==> config.mk <==
export PLATFORM = sky130hd
export DESIGN_NAME = pipeline_ctrl_flat
export DESIGN_NICKNAME = d
export VERILOG_FILES = /design/src/rtl/pipeline_ctrl_pkg.sv /design/src/rtl/pipeline_ctrl_if.sv /design/src/rtl/pipeline_ctrl_rise_detect.sv /design/src/rtl/pipeline_ctrl.sv /design/src/flat_wrapper.sv
export SDC_FILE = /design/constraint.sdc
export NUM_CORES = 1
export LEC_CHECK = 0
export CAP_MARGIN = 20
export CELL_PAD_IN_SITES_DETAIL_PLACEMENT = 1
export CELL_PAD_IN_SITES_GLOBAL_PLACEMENT = 2
export CORE_ASPECT_RATIO = 0.9
export CORE_MARGIN = 8
export CORE_UTILIZATION = 11
export DETAILED_ROUTE_END_ITERATION = 8
export GPL_TIMING_DRIVEN = 0
export PLACE_DENSITY = 0.86
export SLEW_MARGIN = 25
export SYNTH_ARGS = -nofsm -noshare
export SYNTH_HDL_FRONTEND = slang
export SYNTH_SLANG_ARGS = --single-unit
export TNS_END_PERCENT = 30
==> constraint.sdc <==
create_clock -name clk -period 1.6 [get_ports clk]
set_clock_uncertainty 0.1 [all_clocks]
set_input_delay 0.16 -clock clk [delete_from_list [all_inputs] [get_ports clk]]
set_output_delay 0.16 -clock clk [all_outputs]
set_load 0.05 [all_outputs]
==> src/rtl/pipeline_ctrl_pkg.sv <==
// Shared types for the pipeline hazard/flow controller: FSM state, winning hazard action,
// and the bit positions of the per-stage go/clear vectors.
package pipeline_ctrl_pkg;

  typedef enum logic {
    ST_RUN  = 1'b0,
    ST_HALT = 1'b1
  } state_e;

  // Which rule wins the priority decision in the current cycle.
  typedef enum logic [2:0] {
    ACT_NORMAL,
    ACT_LOAD_USE,
    ACT_BRANCH,
    ACT_DMEM,
    ACT_HALT
  } action_e;

  localparam int GO_W       = 5;
  localparam int GO_PC      = 0;
  localparam int GO_IF_ID   = 1;
  localparam int GO_ID_EX   = 2;
  localparam int GO_EX_MEM  = 3;
  localparam int GO_MEM_WB  = 4;

  localparam int CLR_W      = 4;
  localparam int CLR_IF_ID  = 0;
  localparam int CLR_ID_EX  = 1;
  localparam int CLR_EX_MEM = 2;
  localparam int CLR_MEM_WB = 3;

endpackage

==> src/rtl/pipeline_ctrl_if.sv <==
// Hazard inputs and go/clear/status outputs of the pipeline controller.
// master = controller side, slave = pipeline datapath side.
interface pipeline_ctrl_if #(
  parameter int CNT_W = 32
) ();
  logic             load_use;
  logic             branch_taken;
  logic             dmem_busy;
  logic             syscall_wb;
  logic             halt_req;
  logic             resume;

  logic             go_pc;
  logic             go_if_id;
  logic             go_id_ex;
  logic             go_ex_mem;
  logic             go_mem_wb;
  logic             clear_if_id;
  logic             clear_id_ex;
  logic             clear_ex_mem;
  logic             clear_mem_wb;
  logic             halted;
  logic [CNT_W-1:0] cycle_cnt;
  logic [CNT_W-1:0] stall_cnt;
  logic [CNT_W-1:0] flush_cnt;

  modport master (
    input  load_use, branch_taken, dmem_busy, syscall_wb, halt_req, resume,
    output go_pc, go_if_id, go_id_ex, go_ex_mem, go_mem_wb,
    output clear_if_id, clear_id_ex, clear_ex_mem, clear_mem_wb,
    output halted, cycle_cnt, stall_cnt, flush_cnt
  );

  modport slave (
    output load_use, branch_taken, dmem_busy, syscall_wb, halt_req, resume,
    input  go_pc, go_if_id, go_id_ex, go_ex_mem, go_mem_wb,
    input  clear_if_id, clear_id_ex, clear_ex_mem, clear_mem_wb,
    input  halted, cycle_cnt, stall_cnt, flush_cnt
  );
endinterface

==> src/rtl/pipeline_ctrl_rise_detect.sv <==
// Registers a level input and emits a one-cycle-wide pulse on its low->high transition.
module rise_detect (
  input  logic clk,
  input  logic rst_n,
  input  logic level_i,
  output logic pulse_o
);
  logic level_q;

  // NOTE: sequential state is assigned with <= so every register samples pre-edge values.
  always_ff @(posedge clk or negedge rst_n) begin
    if (!rst_n) level_q <= 1'b0;
    else        level_q <= level_i;
  end

  assign pulse_o = level_i & ~level_q;
endmodule

==> src/rtl/pipeline_ctrl.sv <==
// Hazard/flow controller for the 5-stage pipeline: stalls, flushes, memory waits, syscall halt.
// Define PIPELINE_CTRL_STATS_EN to build the cycle/stall/flush statistics counters.
module pipeline_ctrl
  import pipeline_ctrl_pkg::*;
#(
  parameter int CNT_W = 32
) (
  input  logic            clk,
  input  logic            rst_n,
  pipeline_ctrl_if.master bus
);
  state_e             state_q, state_d;
  action_e            act;
  logic               resume_rise;
  logic [GO_W-1:0]    go_vec;
  logic [CLR_W-1:0]   clr_vec;

  rise_detect u_resume (
    .clk     (clk),
    .rst_n   (rst_n),
    .level_i (bus.resume),
    .pulse_o (resume_rise)
  );

  always_ff @(posedge clk or negedge rst_n) begin
    if (!rst_n) state_q <= ST_RUN;
    else        state_q <= state_d;
  end

  // NOTE: every always_comb output gets a default first so no path leaves it unassigned (no latch).
  always_comb begin
    act     = ACT_NORMAL;
    state_d = state_q;
    if (state_q == ST_HALT) begin
      act = ACT_HALT;
      if (resume_rise) state_d = ST_RUN;
    end else if (bus.syscall_wb && bus.halt_req) begin
      act     = ACT_HALT;
      state_d = ST_HALT;
    end else if (bus.dmem_busy) begin
      act = ACT_DMEM;
    end else if (bus.branch_taken) begin
      act = ACT_BRANCH;
    end else if (bus.load_use) begin
      act = ACT_LOAD_USE;
    end
  end

  // Freeze and halt both let MEM_WB retire once and then refill it with a bubble.
  always_comb begin
    go_vec  = '1;
    clr_vec = '0;
    unique case (act)
      ACT_LOAD_USE: begin
        go_vec[GO_PC]        = 1'b0;
        go_vec[GO_IF_ID]     = 1'b0;
        clr_vec[CLR_ID_EX]   = 1'b1;
      end
      ACT_BRANCH: begin
        clr_vec[CLR_IF_ID]   = 1'b1;
        clr_vec[CLR_ID_EX]   = 1'b1;
      end
      ACT_DMEM, ACT_HALT: begin
        go_vec               = '0;
        go_vec[GO_MEM_WB]    = 1'b1;
        clr_vec[CLR_MEM_WB]  = 1'b1;
      end
      default: ;
    endcase
    if (!rst_n) begin
      go_vec  = '0;
      clr_vec = '1;
    end
  end

  assign bus.go_pc        = go_vec[GO_PC];
  assign bus.go_if_id     = go_vec[GO_IF_ID];
  assign bus.go_id_ex     = go_vec[GO_ID_EX];
  assign bus.go_ex_mem    = go_vec[GO_EX_MEM];
  assign bus.go_mem_wb    = go_vec[GO_MEM_WB];
  assign bus.clear_if_id  = clr_vec[CLR_IF_ID];
  assign bus.clear_id_ex  = clr_vec[CLR_ID_EX];
  assign bus.clear_ex_mem = clr_vec[CLR_EX_MEM];
  assign bus.clear_mem_wb = clr_vec[CLR_MEM_WB];
  assign bus.halted       = (state_q == ST_HALT);

`ifdef PIPELINE_CTRL_STATS_EN
  localparam logic [CNT_W-1:0] CNT_MAX = '1;
  logic [CNT_W-1:0] cycle_q, stall_q, flush_q;

  always_ff @(posedge clk or negedge rst_n) begin
    if (!rst_n) begin
      cycle_q <= '0;
      stall_q <= '0;
      flush_q <= '0;
    end else if (state_q == ST_RUN) begin
      if (cycle_q != CNT_MAX) cycle_q <= cycle_q + CNT_W'(1);
      if ((act == ACT_LOAD_USE || act == ACT_DMEM) && stall_q != CNT_MAX)
        stall_q <= stall_q + CNT_W'(1);
      if (act == ACT_BRANCH && flush_q != CNT_MAX)
        flush_q <= flush_q + CNT_W'(1);
    end
  end

  assign bus.cycle_cnt = cycle_q;
  assign bus.stall_cnt = stall_q;
  assign bus.flush_cnt = flush_q;
`else
  assign bus.cycle_cnt = {CNT_W{1'b0}};
  assign bus.stall_cnt = {CNT_W{1'b0}};
  assign bus.flush_cnt = {CNT_W{1'b0}};
`endif

endmodule

==> src/flat_wrapper.sv <==
// flat-port wrapper written by rule: the top's interface ports become plain ports
module pipeline_ctrl_flat import pipeline_ctrl_pkg::*;
#(
  parameter int CNT_W = 32
)
  (clk, rst_n, bus_load_use, bus_branch_taken, bus_dmem_busy, bus_syscall_wb, bus_halt_req, bus_resume, bus_go_pc, bus_go_if_id, bus_go_id_ex, bus_go_ex_mem, bus_go_mem_wb, bus_clear_if_id, bus_clear_id_ex, bus_clear_ex_mem, bus_clear_mem_wb, bus_halted, bus_cycle_cnt, bus_stall_cnt, bus_flush_cnt);
  pipeline_ctrl_if #(.CNT_W(CNT_W)) bus_i ();
  input  logic clk;
  input  logic rst_n;
  input wire logic [$bits(bus_i.load_use)-1:0] bus_load_use;
  input wire logic [$bits(bus_i.branch_taken)-1:0] bus_branch_taken;
  input wire logic [$bits(bus_i.dmem_busy)-1:0] bus_dmem_busy;
  input wire logic [$bits(bus_i.syscall_wb)-1:0] bus_syscall_wb;
  input wire logic [$bits(bus_i.halt_req)-1:0] bus_halt_req;
  input wire logic [$bits(bus_i.resume)-1:0] bus_resume;
  output wire logic [$bits(bus_i.go_pc)-1:0] bus_go_pc;
  output wire logic [$bits(bus_i.go_if_id)-1:0] bus_go_if_id;
  output wire logic [$bits(bus_i.go_id_ex)-1:0] bus_go_id_ex;
  output wire logic [$bits(bus_i.go_ex_mem)-1:0] bus_go_ex_mem;
  output wire logic [$bits(bus_i.go_mem_wb)-1:0] bus_go_mem_wb;
  output wire logic [$bits(bus_i.clear_if_id)-1:0] bus_clear_if_id;
  output wire logic [$bits(bus_i.clear_id_ex)-1:0] bus_clear_id_ex;
  output wire logic [$bits(bus_i.clear_ex_mem)-1:0] bus_clear_ex_mem;
  output wire logic [$bits(bus_i.clear_mem_wb)-1:0] bus_clear_mem_wb;
  output wire logic [$bits(bus_i.halted)-1:0] bus_halted;
  output wire logic [$bits(bus_i.cycle_cnt)-1:0] bus_cycle_cnt;
  output wire logic [$bits(bus_i.stall_cnt)-1:0] bus_stall_cnt;
  output wire logic [$bits(bus_i.flush_cnt)-1:0] bus_flush_cnt;
  assign bus_i.load_use = bus_load_use;
  assign bus_i.branch_taken = bus_branch_taken;
  assign bus_i.dmem_busy = bus_dmem_busy;
  assign bus_i.syscall_wb = bus_syscall_wb;
  assign bus_i.halt_req = bus_halt_req;
  assign bus_i.resume = bus_resume;
  assign bus_go_pc = bus_i.go_pc;
  assign bus_go_if_id = bus_i.go_if_id;
  assign bus_go_id_ex = bus_i.go_id_ex;
  assign bus_go_ex_mem = bus_i.go_ex_mem;
  assign bus_go_mem_wb = bus_i.go_mem_wb;
  assign bus_clear_if_id = bus_i.clear_if_id;
  assign bus_clear_id_ex = bus_i.clear_id_ex;
  assign bus_clear_ex_mem = bus_i.clear_ex_mem;
  assign bus_clear_mem_wb = bus_i.clear_mem_wb;
  assign bus_halted = bus_i.halted;
  assign bus_cycle_cnt = bus_i.cycle_cnt;
  assign bus_stall_cnt = bus_i.stall_cnt;
  assign bus_flush_cnt = bus_i.flush_cnt;
  pipeline_ctrl #(.CNT_W(CNT_W)) u_core (.clk(clk), .rst_n(rst_n), .bus(bus_i));
endmodule
# Word level (Yosys, flattened, before mapping)
# Cells that the tools add are included.
# word_totals
regBits	2
inputBits	8
output_inout_bits	106
wordCells	27
# classes
n_eq_ne	4
n_mux	15
n_bitwise	2
reduce_logical	4
# ops
op	n
2-to-1 mux 3 bit	4
2-to-1 mux 1 bit	7
== test 3 x 2 -> 1 bit (second input constant)	2
2-to-1 mux 5 bit	1
2-to-1 mux 2 bit	2
2-to-1 mux 4 bit	1
OR reduction 2 bit	2
== test 3 x 1 -> 1 bit (second input constant)	1
== test 3 bit (second input constant)	1
OR reduction 3 bit	1
AND 1 bit	1
logical AND 1 bit	1
NOT 1 bit	1

# Logic depth before layout (Yosys ltp)
# Gate-level depths: netlist (run 1).
# logic_depth
ltp_word	9
ltp_mapped	3
depth_no_buf	2

# By module
# A second synthesis (run 1) with hierarchy kept.
# hier_totals
hier_cells	114
area_unflattened_um2	894.6
# by_module_without_submodules
module	instances	cells_per_inst	area_each_um2	seq_area_each_um2
pipeline_ctrl	1	112	855.8	25.0
rise_detect	1	2	38.8	25.0

# Worst setup path before layout (run 1)
# Ideal clock, no wire load.
# synth_path
kind	register to output
start	register u_core.state_q (netlist: u_core.bus.halted)
end	output port bus_clear_id_ex
t_arrival_ns	2.073
t_required_ns	1.340
setup_slack_ns	-0.733
stages_incl_launch_ff	3
path_buffers	0
path_cell_list	dfrtp_1 > a211o_1 > o21ai_0
# synth_via
elab_chain_cells	5
# synth_rtl
element	line	source
from (decl)	pipeline_ctrl.sv:12	state_e state_q, state_d;
from (signal assigned)	pipeline_ctrl.sv:27	else state_q <= state_d;
2-to-1 mux 3 bit (*)	pipeline_ctrl.sv:34	if (state_q == ST_HALT) begin
== test 3 x 1 -> 1 bit / == test 3 x 2 -> 1 bit (equally long branches)	pipeline_ctrl.sv:53	unique case (act)
OR reduction 2 bit (no line) (*)	--	
2-to-1 mux 1 bit (*)	pipeline_ctrl.sv:53	
2-to-1 mux 4 bit (*)	pipeline_ctrl.sv:70	if (!rst_n) begin
to (decl)	flat_wrapper.sv:22	output wire logic [$bits(bus_i.clear_id_ex)-1:0] bus_clear_id_ex;
# Mark *: on every way between the ends. The rest lies on a longest branch, timed or not.

# Worst setup path in the final report (run 1)
# layout_path
start	register u_core.state_q (netlist: u_core.bus.halted)
end	output port bus_go_pc
# layout_via
elab_chain_cells	5
# layout_rtl
element	line	source
2-to-1 mux 3 bit (*)	pipeline_ctrl.sv:34	
== test 3 x 1 -> 1 bit (tied with other cells)	pipeline_ctrl.sv:53	
OR reduction 3 bit (no line) (*)	--	
2-to-1 mux 2 bit (*)	pipeline_ctrl.sv:53	
2-to-1 mux 5 bit (*)	pipeline_ctrl.sv:70	
to (decl)	flat_wrapper.sv:16	output wire logic [$bits(bus_i.go_pc)-1:0] bus_go_pc;
# Marked as above.

==> results of run 1 <==
==> final timing paths <==
kind                                           end  slack, ns
setup / recovery                         bus_go_pc      -0.04
hold / removal             u_core.u_resume.level_q       0.33
setup reg to reg                 u_core.bus.halted       0.67
hold reg to reg                  u_core.bus.halted       0.40
max in group asynchronous        u_core.bus.halted       0.82
min in group asynchronous        u_core.bus.halted       0.43
==> kinds of logic (layout without fill, tap and decap cells) <==
logic type             after synthesis  in the layout  share of synthesized area
AOI/OAI and AO/OA                    6              6                     0.0492
buffers and inverters              102            125                      0.873
DFF                                  2              2                     0.0579
other                                1             96                    0.00434
and+or+nand+nor                      3              3                     0.0159
==> report_power, final <==
part	switching (mW)	leakage [nW]	internal, mW
clock	0.0403	0.0228	0.169
sequential	0.00481	0.0220	0.0582
combinational	0.638	0.988	0.223
==> layout make-up <==
class	count	area [um^2]	share of cell area
buffer	99	747	0.468
timing repair buffer	19	186	0.117
inverter	3	11.3	0.00705
tap	96	120	0.0752
sequential	2	51.3	0.0321
multi-input combinational	105	435	0.273
clock buffer	4	45.0	0.0282
==> layer usage <==
metal,wire length (um),share of wire
met5,0,0
met3,425,0.16
met4,0,0
met2,1500,0.55
met1,799,0.29
==> worst max-delay path: stages (launching register included) <==
cell      delay [ns]
dfrtp_2         0.40
a211o_4         0.31
a211oi_4        0.20
buf_6           0.13
buf_8           0.13
==> registers in the layout, summed over array words and instances (netlist names) <==
register                 count
u_core.u_resume.level_q      1
u_core.bus.halted            1
==> Yosys cell counts <==
library cell / count / area share
or2_1: 1 / 0.0072
conb_1: 1 / 0.0043
buf_4: 99 / 0.86
dfrtp_1: 2 / 0.058
a211o_1: 1 / 0.010
inv_1: 3 / 0.013
a31oi_1: 1 / 0.0072
a21oi_1: 1 / 0.0058
nor2_1: 2 / 0.0087
a211oi_2: 1 / 0.014
o21ai_0: 2 / 0.012
==> stage by stage <==
stage	hold WS [ns]	std cells
2_1_floorplan	-0.236	209
3_3_place_gp	0.291	322
3_5_place_dp	0.289	322
4_1_cts	0.333	328
5_1_grt	0.335	328
6_report	0.333	328
==> timing repair <==
| item | CTS | global route |
|---|---|---|
| hold buffers | 1 | 0 |
| buffers inserted | 1 | 0 |
| pin swaps | 2 | 1 |
| endpoints found under the hold margin | 2 | 0 |
| resized for setup | 53 | 4 |
| endpoints found under the setup margin | 10 | 7 |
==> results.py, run 1 <==
metrics = {
    "placement": {
        "placed_area_um2": 1530,
        "gp_congestion": 0.636,
        "post-place-ws_ns": -0.822,
        "hpwl_mm": 2.62,
        "portBuffers": 17,
    },
    "final_layout": {
        "syn_to_final_growth_pct": 84.7,
        "final_common_cell": "buf_4",
        "drive_gt1_frac": 0.496,
        "layout_common_cells": "100 x buf_4, 96 x conb_1, 5 x dlygate4sd2_1, 4 x buf_6",
        "fin_util": 0.211,
        "diodes": 0,
        "fill_cells": 960,
        "fin_area_um2": 1600,
        "nets": 241,
    },
    "drt": {
        "vias_per_cell": 2.31,
        "drt_wl_total_mm": 2.73,
        "drc": 0,
        "antenna_left": 0,
        "vias": 757,
        "first_pass_iters": 2,
        "wl_per_cell_um": 8.32,
        "drtIter0Drc": 4,
    },
    "setup_path": {
        "ff2ff_path_depth": 3,
        "crit_type": "flip-flop to output pin",
        "critPathMaxFanout": 5,
        "start_kind": "flip-flop",
        "crit_arrival_ns": 1.38,
        "crit_start": "u_core.bus.halted",
        "r2r-start": "u_core.bus.halted",
        "endpoint_kind": "output pin",
        "worstPathRequired_ns": 1.34,
    },
    "floorplanning": {
        "die-width_um": 109,
        "initial_core_util": 0.114,
        "io_pins": 114,
        "dieArea_um2": 11000,
        "die_y_um": 100,
        "fp.coreArea_um2": 7580,
        "rows": 30,
    },
    "logic_synthesis": {
        "yosysSeqAreaShare": 0.0579,
        "synth_area_um2": 865,
        "synth_cell_types": 11,
        "synth_area_per_cell_um2": 7.58,
        "synth_seq_cells": 2,
        "synth_cells": 114,
        "ys_warn_count": 0,
    },
    "cts": {
        "clkLatencyLatePin_ns": 0.21,
        "clk_pin_slew_ns": 0.03,
        "cts_buffer_depth": 2,
        "cts_tree": "yes",
        "h-tree-depth": 1,
        "cts_buffers": 3,
        "cts_num_sinks": 2,
        "cts-root-buf": "clkbuf_8",
    },
    "sta": {
        "fin_ws_ns": -0.0415,
        "worstMarginPinSlew_ns": 0.517,
        "finalSetupTns_ns": -0.0626,
        "rsz0062_at_grt": "true",
        "slew_violations": 0,
        "slew-limit-headroom": 0.657,
        "hold_viol": 0,
        "finalSetupViolations": 2,
        "post-route-period-util": 1.03,
        "period_minus_slack_ns": 1.64,
        "max_freq_mhz": 609,
    },
    "global_route": {
        "grtUsageTotal": 0.0426,
        "busiest_layer": "met2",
        "use_met3": 0.0199,
        "gr-total-overflow": 0,
        "use_met1": 0.0343,
        "grt_pass1_vias": 763,
        "grt_use_met2": 0.0880,
        "antenna_found_initial": 0,
        "grt_max_degree": 6,
        "grt_pass1_wl_mm": 3.72,
    },
    "hold_path": {
        "hold_depth": 1,
        "min_from": "bus_resume",
        "hold_path.class": "primary input to flip-flop",
    },
    "power_and_ir_drop": {
        "cellLeakagePower_nw": 1.03,
        "peakVddDrop_mv": 0.130,
        "power_density_nw_per_um2": 710,
        "fin_total_pwr_mw": 1.13,
    },
    "run": {
        "drv_cap": 0,
    },
    "status": {
        "violations": "setup timing",
        "status": "finished, violations left",
    },
}
Power figures use the tool's default switching activity.
==> inputs of run 2 (changes only) <==
--- a/config.mk
+++ b/config.mk
@@ -11,9 +11,12 @@
 export CORE_ASPECT_RATIO = 0.9
 export CORE_MARGIN = 8
 export CORE_UTILIZATION = 11
+export CTS_CLUSTER_DIAMETER = 30
 export DETAILED_ROUTE_END_ITERATION = 8
 export GPL_TIMING_DRIVEN = 0
 export PLACE_DENSITY = 0.86
+export RECOVER_POWER = 50
+export SETUP_SLACK_MARGIN = 0.5
 export SLEW_MARGIN = 25
 export SYNTH_ARGS = -nofsm -noshare
 export SYNTH_HDL_FRONTEND = slang
==> run 2 against run 1 <==
Net effect: non-clock buffer count increased by 1; via count decreased by 0.92%; combinational power increased by 2%; highest routed layer is now met4; utilization increased by 0.38 points; critical path depth unchanged; hold slack improved by 0.0041 ns; register-to-register slack about the same; sequential power about the same; wire length increased by 3.0%; largest power group unchanged; clock power about the same; the run still ends with setup timing left; count of clock-buffer cells in the layout unchanged.
==> results.py, run 2 (synthesis gave the netlist of run 1 again) <==
metrics = {
    "global_route": {
        "gr-total-overflow": 0,
        "grt_pass1_wl_mm": 3.95,
        "grtUsageTotal": 0.0455,
        "antenna_found_initial": 0,
        "grt_max_degree": 6,
        "grt_pass1_vias": 737,
    },
    "drt": {
        "drc": 0,
        "first_pass_iters": 2,
        "drtIter0Drc": 4,
        "antenna_left": 0,
        "drt_wl_total_mm": 2.81,
        "wl_per_cell_um": 8.54,
        "vias_per_cell": 2.28,
        "vias": 750,
    },
    "placement": {
        "hpwl_mm": 2.69,
        "gp_congestion": 0.689,
        "portBuffers": 17,
        "placed_area_um2": 1550,
    },
    "setup_path": {
        "start_kind": "flip-flop",
        "worstPathRequired_ns": 1.34,
        "crit_arrival_ns": 1.41,
        "critPathMaxFanout": 4,
        "ff2ff_path_depth": 3,
        "endpoint_kind": "output pin",
        "crit_type": "flip-flop to output pin",
    },
    "cts": {
        "cts_tree": "yes",
        "clk_pin_slew_ns": 0.03,
        "cts-root-buf": "clkbuf_8",
        "cts_buffers": 3,
        "cts_num_sinks": 2,
        "h-tree-depth": 1,
        "cts_buffer_depth": 2,
        "clkLatencyLatePin_ns": 0.21,
    },
    "sta": {
        "slew_violations": 0,
        "rsz0062_at_grt": "true",
        "period_minus_slack_ns": 1.67,
        "worstMarginPinSlew_ns": 0.510,
        "max_freq_mhz": 598,
        "hold_viol": 0,
        "finalSetupViolations": 4,
        "fin_ws_ns": -0.0715,
        "hold-worst-slack_ns": 0.337,
        "slew-limit-headroom": 0.662,
        "post-route-period-util": 1.04,
    },
    "run": {
        "drv_cap": 0,
    },
    "floorplanning": {
        "initial_core_util": 0.114,
        "die_y_um": 100,
        "io_pins": 114,
        "dieArea_um2": 11000,
        "fp.coreArea_um2": 7580,
        "die-width_um": 109,
        "rows": 30,
    },
    "status": {
        "violations": "setup timing",
        "status": "finished, violations left",
    },
    "hold_path": {
        "hold_path.class": "primary input to flip-flop",
        "hold_depth": 3,
    },
    "final_layout": {
        "diodes": 0,
        "syn_to_final_growth_pct": 88.0,
        "layout_common_cells": "102 x buf_4, 96 x conb_1, 5 x buf_6, 5 x dlygate4sd2_1",
        "drive_gt1_frac": 0.511,
        "fin_util": 0.214,
        "fin_area_um2": 1630,
        "final_common_cell": "buf_4",
        "nets": 242,
    },
    "power_and_ir_drop": {
        "power_density_nw_per_um2": 707,
        "fin_total_pwr_mw": 1.15,
        "peakVddDrop_mv": 0.133,
        "cellLeakagePower_nw": 1.04,
    },
}
[run 2: what timing repair did]
item	in CTS	in global routing
hold buffers	1	0
gates resized for setup	58	3
pin swaps	3	2
setup endpoints to repair	10	9
hold endpoints to repair	2	0
setup buffers	1	1
[run 2: layout make-up]
class / count / area [um^2]
sequential: 2 / 51.3
inverter: 3 / 11.3
tap: 96 / 120
fill: 974 / 5960
multi-input combinational: 105 / 450
clock buffer: 4 / 45.0
timing repair buffer: 20 / 200
buffer: 99 / 747
[run 2: final timing paths]
check,end,slack (ns),startpoint
worst min register to register,u_core.bus.halted,0.42,u_core.u_resume.level_q
worst min-delay path,u_core.bus.halted,0.34,bus_syscall_wb
min in group asynchronous,u_core.bus.halted,0.39,rst_n
worst max-delay path,bus_go_pc,-0.07,u_core.bus.halted
max in group asynchronous,u_core.bus.halted,0.86,rst_n
worst max register to register,u_core.bus.halted,0.67,u_core.bus.halted
[run 2: critical path, cell delays in order, from the launching register on]
cell and delay (ns):
dfrtp_2 0.40, a211o_4 0.30, a211oi_4 0.23, buf_6 0.14, buf_8 0.13
[run 2: routing by layer]
| layer | track usage | share of wire |
|---|---|---|
| met5 | 0 | 0 |
| met4 | 0.0156 | 0.0082 |
| met3 | 0.0250 | 0.16 |
| met2 | 0.0876 | 0.54 |
| met1 | 0.0376 | 0.29 |
[run 2: power breakdown]
group          switching (mW)  leakage, nW  internal (mW)
Combinational           0.644        0.992          0.231
Sequential            0.00445       0.0220         0.0582
Clock                  0.0433       0.0228          0.169
Total                   0.691         1.04          0.458
[run 2: through the flow]
| step | cells | setup TNS, ns | worst slack [ns] |
|---|---|---|---|
| 3_5_place_dp | 322 | -5.99 | -0.865 |
| 4_1_cts | 328 | -0.259 | -0.131 |
| 6_report | 329 | -0.139 | -0.0715 |
| 2_1_floorplan | 209 | -0.808 | -0.271 |
| 3_3_place_gp | 322 | -5.77 | -0.840 |
| 5_1_grt | 329 | -0.417 | -0.140 |
